==> src/rtl/tetromino_bag_gen.sv <==
// -----------------------------------------------------------------------------
// tetromino_bag_gen
//
// Piece source for the game core. A 16-bit Galois LFSR drives a 7-bag
// randomiser. The generated pieces go into a small registered queue. The head
// entry is handed to the shape-lookup stage over a valid/ready handshake. The
// remaining entries feed the "next pieces" preview display.
//
// Optional feature macro: SEVEN_BAG_EN
//   defined   : 7-bag selection. Every aligned group of 7 pieces after a
//               restart is a permutation of I,J,L,O,S,T,Z.
//   undefined : no bag mask. Each piece is an independent uniform draw,
//               computed as (lfsr[7:0]*7)>>8.
//
// Parameters
//   QUEUE_DEPTH   total queue entries (head + QUEUE_DEPTH-1 previews), 2..8
//   SEED_DEFAULT  LFSR value at reset and replacement for a zero seed
//
// Ports
//   clk            system clock, rising edge
//   reset_n        asynchronous active-low reset
//   seed_load      1-cycle pulse: load seed, flush queue, restart bag
//   seed[15:0]     new LFSR value, sampled while seed_load=1
//   piece_ready    consumer accepts the head piece this cycle
//   piece_valid    head entry is valid
//   piece          head piece (.data: I=0 J=1 L=2 O=3 S=4 T=5 Z=6, 7=none)
//   preview        entries 1..QUEUE_DEPTH-1 (index 0 = piece after the head)
//   preview_valid  per-slot valid bits for preview
// -----------------------------------------------------------------------------

package tetromino_pkg;
   typedef struct packed {
      logic [2:0] data;
   } tetromino_idx_t;

   localparam logic [2:0] NO_PIECE = 3'd7;
endpackage

module tetromino_bag_gen
   import tetromino_pkg::*;
#(
   parameter int          QUEUE_DEPTH  = 4,
   parameter logic [15:0] SEED_DEFAULT = 16'hACE1
) (
   input  logic                                clk,
   input  logic                                reset_n,
   input  logic                                seed_load,
   input  logic [15:0]                         seed,
   input  logic                                piece_ready,
   output logic                                piece_valid,
   output tetromino_idx_t                      piece,
   output tetromino_idx_t [QUEUE_DEPTH-2:0]    preview,
   output logic [QUEUE_DEPTH-2:0]              preview_valid
);

   localparam int          CW        = $clog2(QUEUE_DEPTH + 1);
   localparam logic [15:0] LFSR_TAPS = 16'hB400;

   // ---------------------------------------------------------------------
   // State
   // ---------------------------------------------------------------------
   logic [15:0]            lfsr_q, lfsr_d;
   logic [CW-1:0]          count_q, count_d;
   logic [QUEUE_DEPTH-1:0] valid_q, valid_d;
   logic [2:0]             data_q [QUEUE_DEPTH];
   logic [2:0]             data_d [QUEUE_DEPTH];

   // ---------------------------------------------------------------------
   // Handshake and push decision
   // ---------------------------------------------------------------------
   logic          pop;
   logic          push;
   logic [CW-1:0] tail;
   logic [2:0]    chosen;

   assign pop  = valid_q[0] & piece_ready;
   // A full queue can still accept a new piece when the head leaves in the
   // same cycle, so the pipeline sustains one piece per clock.
   assign push = (count_q < CW'(QUEUE_DEPTH)) | pop;
   // When popping, every entry slides down one place, so the tail slot
   // also moves down by one.
   assign tail = pop ? (count_q - CW'(1)) : count_q;

   // ---------------------------------------------------------------------
   // Piece selection
   // ---------------------------------------------------------------------
`ifdef SEVEN_BAG_EN
   logic [6:0]  mask_q, mask_d;
   logic [2:0]  cnt;
   logic [10:0] prod;
   logic [2:0]  k;
   logic [2:0]  rank;
   logic        found;
   logic [6:0]  mask_cleared;

   // The scaled product maps lfsr[7:0] onto 0..cnt-1 without a divider.
   always_comb begin
      cnt = 3'd0;
      for (int b = 0; b < 7; b++) begin
         cnt = cnt + {2'b00, mask_q[b]};
      end
      prod = {3'b000, lfsr_q[7:0]} * {8'h00, cnt};
      k    = 3'(prod >> 8);
   end

   // Walk the mask from bit 0 upward and pick the k-th remaining piece.
   always_comb begin
      chosen = 3'd0;
      rank   = 3'd0;
      found  = 1'b0;
      for (int b = 0; b < 7; b++) begin
         if (mask_q[b]) begin
            if (!found && (rank == k)) begin
               chosen = 3'(b);
               found  = 1'b1;
            end
            rank = rank + 3'd1;
         end
      end
   end

   // Remove the chosen piece from the bag and start a new bag once it is empty.
   always_comb begin
      mask_cleared = mask_q & ~(7'b000_0001 << chosen);
      mask_d       = mask_q;
      if (seed_load) begin
         mask_d = 7'h7F;
      end else if (push) begin
         mask_d = (mask_cleared == 7'h00) ? 7'h7F : mask_cleared;
      end
   end
`else
   logic [10:0] prod;

   // Independent draw: (lfsr[7:0]*7)>>8 always lands in 0..6.
   always_comb begin
      prod   = {3'b000, lfsr_q[7:0]} * 11'd7;
      chosen = 3'(prod >> 8);
   end
`endif

   // ---------------------------------------------------------------------
   // LFSR and occupancy
   // ---------------------------------------------------------------------
   always_comb begin
      // Galois, right-shifting. The register free-runs every cycle, so the
      // sequence depends on when pieces are popped.
      lfsr_d = (lfsr_q >> 1) ^ (lfsr_q[0] ? LFSR_TAPS : 16'h0000);
      if (seed_load) begin
         lfsr_d = (seed == 16'h0000) ? SEED_DEFAULT : seed;
      end
   end

   always_comb begin
      count_d = count_q;
      if (seed_load) begin
         count_d = '0;
      end else if (push && !pop) begin
         count_d = count_q + CW'(1);
      end else if (pop && !push) begin
         count_d = count_q - CW'(1);
      end
   end

   // ---------------------------------------------------------------------
   // Queue storage: shift on pop, write at the tail on push.
   // Empty slots always carry NO_PIECE so the outputs need no extra masking.
   // ---------------------------------------------------------------------
   always_comb begin
      for (int i = 0; i < QUEUE_DEPTH; i++) begin
         data_d[i]  = data_q[i];
         valid_d[i] = valid_q[i];
      end

      if (pop) begin
         for (int i = 0; i < QUEUE_DEPTH - 1; i++) begin
            data_d[i]  = data_q[i+1];
            valid_d[i] = valid_q[i+1];
         end
         data_d[QUEUE_DEPTH-1]  = NO_PIECE;
         valid_d[QUEUE_DEPTH-1] = 1'b0;
      end

      if (push) begin
         for (int i = 0; i < QUEUE_DEPTH; i++) begin
            if (tail == CW'(i)) begin
               data_d[i]  = chosen;
               valid_d[i] = 1'b1;
            end
         end
      end

      // A reseed discards everything, including a handshake in this cycle.
      if (seed_load) begin
         for (int i = 0; i < QUEUE_DEPTH; i++) begin
            data_d[i]  = NO_PIECE;
            valid_d[i] = 1'b0;
         end
      end
   end

   always_ff @(posedge clk or negedge reset_n) begin
      if (!reset_n) begin
         lfsr_q  <= SEED_DEFAULT;
         count_q <= '0;
         valid_q <= '0;
         for (int i = 0; i < QUEUE_DEPTH; i++) begin
            data_q[i] <= NO_PIECE;
         end
`ifdef SEVEN_BAG_EN
         mask_q  <= 7'h7F;
`endif
      end else begin
         lfsr_q  <= lfsr_d;
         count_q <= count_d;
         valid_q <= valid_d;
         for (int i = 0; i < QUEUE_DEPTH; i++) begin
            data_q[i] <= data_d[i];
         end
`ifdef SEVEN_BAG_EN
         mask_q  <= mask_d;
`endif
      end
   end

   // ---------------------------------------------------------------------
   // Outputs come straight from the queue flops.
   // ---------------------------------------------------------------------
   assign piece_valid = valid_q[0];
   assign piece.data  = data_q[0];

   genvar gi;
   generate
      for (gi = 0; gi < QUEUE_DEPTH - 1; gi++) begin : g_preview
         assign preview[gi].data  = data_q[gi+1];
         assign preview_valid[gi] = valid_q[gi+1];
      end
   endgenerate

endmodule
==> config.mk <==
export PLATFORM = sky130hd
export DESIGN_NAME = tetromino_bag_gen
export DESIGN_NICKNAME = d
export VERILOG_FILES = /design/src/rtl/tetromino_bag_gen.sv
export SDC_FILE = /design/constraint.sdc
export NUM_CORES = 1
export LEC_CHECK = 0
export CORE_ASPECT_RATIO = 1.1
export CORE_UTILIZATION = 48
export DETAILED_ROUTE_END_ITERATION = 16
export GPL_TIMING_DRIVEN = 0
export PLACE_DENSITY = 0.76
export SETUP_SLACK_MARGIN = 0.5
export SYNTH_ARGS = -nofsm -noshare
export SYNTH_HDL_FRONTEND = slang
export SYNTH_SLANG_ARGS = --single-unit
==> constraint.sdc <==
create_clock -name clk -period 2.3 [get_ports clk]
set_input_delay 0.46 -clock clk [delete_from_list [all_inputs] [get_ports clk]]
set_output_delay 0.46 -clock clk [all_outputs]
set_load 0.01 [all_outputs]
# Yosys cells after proc, flatten, opt, wreduce, memory -nomap -nowiden
# Cells that the tools add are included.
# W data, S select, Z words.
dict set report word_totals {
  in_bits 20
  wordCells 45
  out_inout_bits 16
  ff_bits 35
}
dict set report classes {
  muxes 21
  eq_ne 3
  add_sub_neg 2
  multipliers 1
  bitwise 3
  n_reduce_logical 7
  magnitude_cmp 1
}
# op n
set ops {}
lappend ops {{$mux W16} 3}
lappend ops {{$mux W12} 3}
lappend ops {{$mux W3} 8}
lappend ops {{$logic_not A16 Y1} 1}
lappend ops {{$xor A15 B16 Y16} 1}
lappend ops {{$mux W4} 3}
lappend ops {{$mul A8 B3 Y11 const B} 1}
lappend ops {{$eq A3 B2 Y1 const B} 2}
lappend ops {{$mux W1} 4}
lappend ops {{$add A3 B1 Y3 const B} 1}
lappend ops {{$eq A3 B1 Y1 const B} 1}
lappend ops {{$logic_not A3 Y1} 1}
lappend ops {{$lt A3 B3 Y1 const B} 1}
lappend ops {{$reduce_bool A3 Y1} 1}
lappend ops {{$sub A3 B1 Y3 const B} 1}
lappend ops {{$logic_and A1 B1 Y1} 2}
lappend ops {{$logic_not A1 Y1} 2}
lappend ops {{$and A1 B1 Y1} 1}
lappend ops {{$or A1 B1 Y1} 1}

# Longest topological paths before layout
dict set report logic_depth {
  ltp_word 7
  ltp_mapped 8
  depth_no_buf 8
}

# Worst setup path before layout
# No wires, ideal clock.
dict set report synth_timing {
  path_type {register to register}
  from {register lfsr_q[6]}
  to {register data_q, in the netlist piece[1]}
  synth_period_minus_slack_ns 2.398
  t_arrival_ns 2.314
  stages_incl_launch_ff 7
  setup_ns 0.084
  required_time_ns 2.216
  slack_ns -0.098
  path_buffers 0
  cell_sequence {dfstp_2 > fa_1 > ha_1 > a21oi_1 > o21ai_1 > or3_1 > a311o_1}
}
# item line
set synth_rtl {}
lappend synth_rtl {{start, declared} 62} ;# logic [15:0] lfsr_q, lfsr_d;
lappend synth_rtl {{start signal, assigned} 214} ;# lfsr_q <= lfsr_d;
lappend synth_rtl {{end signal, assigned by index} 218} ;# data_q[i] <= data_d[i];
lappend synth_rtl {{end, declared} 65} ;# logic [2:0] data_q [QUEUE_DEPTH];

==> impl_metrics.csv <==
group,metric,value,unit
grt,track_usage,0.230,
timing,fin_worst_skew,0.0105,ns
place,place_congestion,0.770,
worst_setup_path,cp-start-kind,"flip-flop",
place,placed_cells,288,
timing,final_max_slew_viol_count,0,
worst_setup_path,required,2.52,ns
cts,cts_sinks,35,
layout,drive_gt1_frac,0.353,
route,wl_per_cell,17.2,um
timing,tightest_slew,0.782,ns
yosys,syn_area_per_cell,10.8,um2
die,core_area,4290,um2
power,powerDensity,1040,nW/um2
layout,seqCellArea,906,um2
layout,final-instance-count-excl-fill,306,
die,die_w,65.7,um
cts,clockBufferDepth,2,
cts,clk_latency,0.30,ns
grt,grt_max_degree,36,
yosys,yosysSeqAreaShare,0.421,
yosys,syn_nets,237,
status,status,"finished clean",
run,max-cap-violations,0,
timing,setup_violations,0,
cts,clk_pin_slew,0.08,ns
layout,multi_input_area,1390,um2
worst_setup_path,ff2ff_path_depth,7,
place,io_buffers,35,
yosys,synthCells,199,
min_path,min_path_type,"in -> async",
yosys,synth-edff-count,0,
power,p_leak,1.11,nW
grt,antenna_found_initial,0,
timing,slew_headroom,0.479,
layout,num-fill-cells,343,
grt,first_global_vias,1700,
route,drt-initial-drc-count,175,
die,fp.dieH,72.1,um
grt,grtUsageMet2,0.349,
worst_setup_path,endpoint,"preview[2]",
cts,clockRootBuffer,"clkbuf_8",
die,rows,25,
timing,fin_crit,2.27,ns
grt,use_met1,0.320,
yosys,synthArstFlopShare,1.00,
worst_setup_path,endpoint_kind,"flip-flop",
route,wl,5260,um
timing,hold_violations,0,
cts,cts_tree,"built",
worst_setup_path,rrSetupSlack,0.03,ns
grt,grt_first_pass_wirelength,8200,um
die,initial_utilization,0.500,
die,boundaryPins,36,
layout,nets,289,
cts,numCtsBuffers,5,
worst_setup_path,r2r_end,"preview[2]",
route,drt.antenna.violating_nets,0,
power,ir_worst_vdd,618,uV
place,hpwl,3460,um
timing,tns,0,ns
route,first_pass_iters,4,
place,placed_cell_area,2620,um2
yosys,ys_seq_elements,35,
yosys,synth_warnings,0,
worst_setup_path,crit_type,"reg -> reg",
cts,cts_max_level,2,
grt,grt-ovfl-total,0,
grt,met3_usage,0.0472,
route,drc,0,
layout,fin_area,2960,um2
cts,hold_buffers,0,
route,viasPerCell,6.03,
yosys,netlist_area,2140,um2
worst_setup_path,startpoint,"lfsr_q[5]",
route,vias,1846,
layout,syn2layout_area_growth,38.1,%
layout,diodes,0,
worst_setup_path,r2r_start,"lfsr_q[5]",
timing,rsz0062_at_grt,"yes",
worst_setup_path,critPathMaxFanout,5,
grt,top_usage_layer,"met2",
worst_setup_path,cp_data_arrival_time,2.49,ns
yosys,yosysUniqueCellTypes,47,
timing,fin_crit_sh,0.988,
yosys,synth-main-ff-cell,"dfstp_2",
timing,fmax,0.440,GHz
die,die-area,4730,um2
==> sequential cells by signal, summed over array words and instances (netlist names) <==
name and cells:
count_q 3, lfsr_q 16, piece 3, preview 9, valid_q 4
==> timing repair <==
item,4_1_cts,5_1_grt
gates cloned,0,0
endpoints found under the setup margin,33,16
gates resized for setup,19,26
pin swaps,6,9
setup buffers,5,5
==> power by group <==
group	switching, mW	internal (mW)	leakage [nW]	total [mW]
Sequential	0.151	0.840	0.393	0.992
Combinational	0.824	0.744	0.663	1.57
Clock	0.232	0.272	0.0505	0.504
==> cells by family (layout without fill, tap and decap cells) <==
family,count (synthesis),in the layout,share of synthesized area
muxes,7,7,0.0362
adders and majority gates,18,18,0.130
DFF,35,35,0.421
xor gates and xnor gates,5,5,0.0204
AOI/OAI and AO/OA,61,61,0.220
buffers and inverters,17,70,0.0339
and+or+nand+nor,56,56,0.140
==> critical path, stage by stage (launching register included) <==
cell	delay [ns]
dfstp_2	0.59
fa_1	0.46
ha_4	0.32
nand4_1	0.17
a21oi_4	0.22
o21ai_2	0.11
buf_6	0.14
a31oi_1	0.19
==> worst min path at each step <==
stage	startpoint	to	slack, ns	cells after the start
2_1_floorplan	reset_n	count_q[0]	0.16	0
3_3_place_gp	lfsr_q[9]	lfsr_q[8]	0.47	1
3_5_place_dp	lfsr_q[8]	lfsr_q[7]	0.47	1
4_1_cts	reset_n	count_q[1]	0.25	1
5_1_grt	reset_n	count_q[1]	0.29	1
6_report	reset_n	count_q[2]	0.24	1
==> routing by layer <==
layer,vias to the layer above,part of all wire
met5,-,0
met4,0,0.015
met3,8,0.047
li1,866,-
met1,909,0.45
met2,63,0.49
==> area by class of cell <==
class	count	share of cell area
Multi-Input combinational cell	147	0.468
Sequential cell	35	0.306
Timing Repair Buffer	45	0.140
Clock buffer	7	0.0326
Tap cell	54	0.0228
Buffer	11	0.0203
Inverter	6	0.00761
Clock inverter	1	0.00254
==> synthesized netlist by cell type, drive strengths merged (2+ instances only) <==
master / n / area share
a2111oi: 6 / 0.034
a211oi: 9 / 0.032
a21oi: 15 / 0.037
a22oi: 4 / 0.014
a31oi: 4 / 0.012
a32oi: 3 / 0.019
and2: 2 / 0.0058
and3: 7 / 0.020
buf: 8 / 0.018
clkbuf: 3 / 0.0058
dfrtp: 15 / 0.18
dfstp: 20 / 0.25
fa: 7 / 0.065
ha: 11 / 0.064
inv: 6 / 0.011
mux2: 6 / 0.032
nand2: 13 / 0.023
nand4: 5 / 0.015
nor2: 8 / 0.014
nor3: 7 / 0.016
nor4: 7 / 0.020
o21ai: 6 / 0.014
o22a: 8 / 0.033
xnor2: 3 / 0.012
xor2: 2 / 0.0082
==> cells in the final DEF (no fill, tap or decap), types with 3 or more instances in the layout <==
cell type,n
clkdlybuf4s50_1,22
fa_1,7
inv_1,6
a211oi_2,4
a21oi_1,7
dlygate4sd2_1,12
a31oi_1,3
nor4_1,7
buf_2,5
nor2_1,8
a21oi_2,4
o22a_1,8
dfrtp_1,11
ha_1,7
nand4_1,5
dfrtp_2,4
mux2_2,6
clkbuf_8,7
dfstp_2,20
nor3_1,7
and3_1,7
buf_4,8
buf_6,3
ha_4,4
nand2_1,13
o21ai_0,4
a211oi_1,5
a22oi_2,3
a21oi_4,4
a2111oi_2,3
==> through the flow <==
stage / total power, mW / hold WS, ns / util / setup WS [ns]
2_1_floorplan: 1.82 / 0.164 / - / 0.0928
3_3_place_gp: 2.26 / 0.471 / 0.613 / -0.0668
3_5_place_dp: 2.27 / 0.471 / 0.612 / -0.0807
4_1_cts: 2.76 / 0.254 / 0.647 / 0.0452
5_1_grt: 3.24 / 0.292 / 0.690 / -0.0241
6_report: 3.06 / 0.236 / 0.690 / 0.0271
Note: power is estimated with default switching activity, not from simulation.
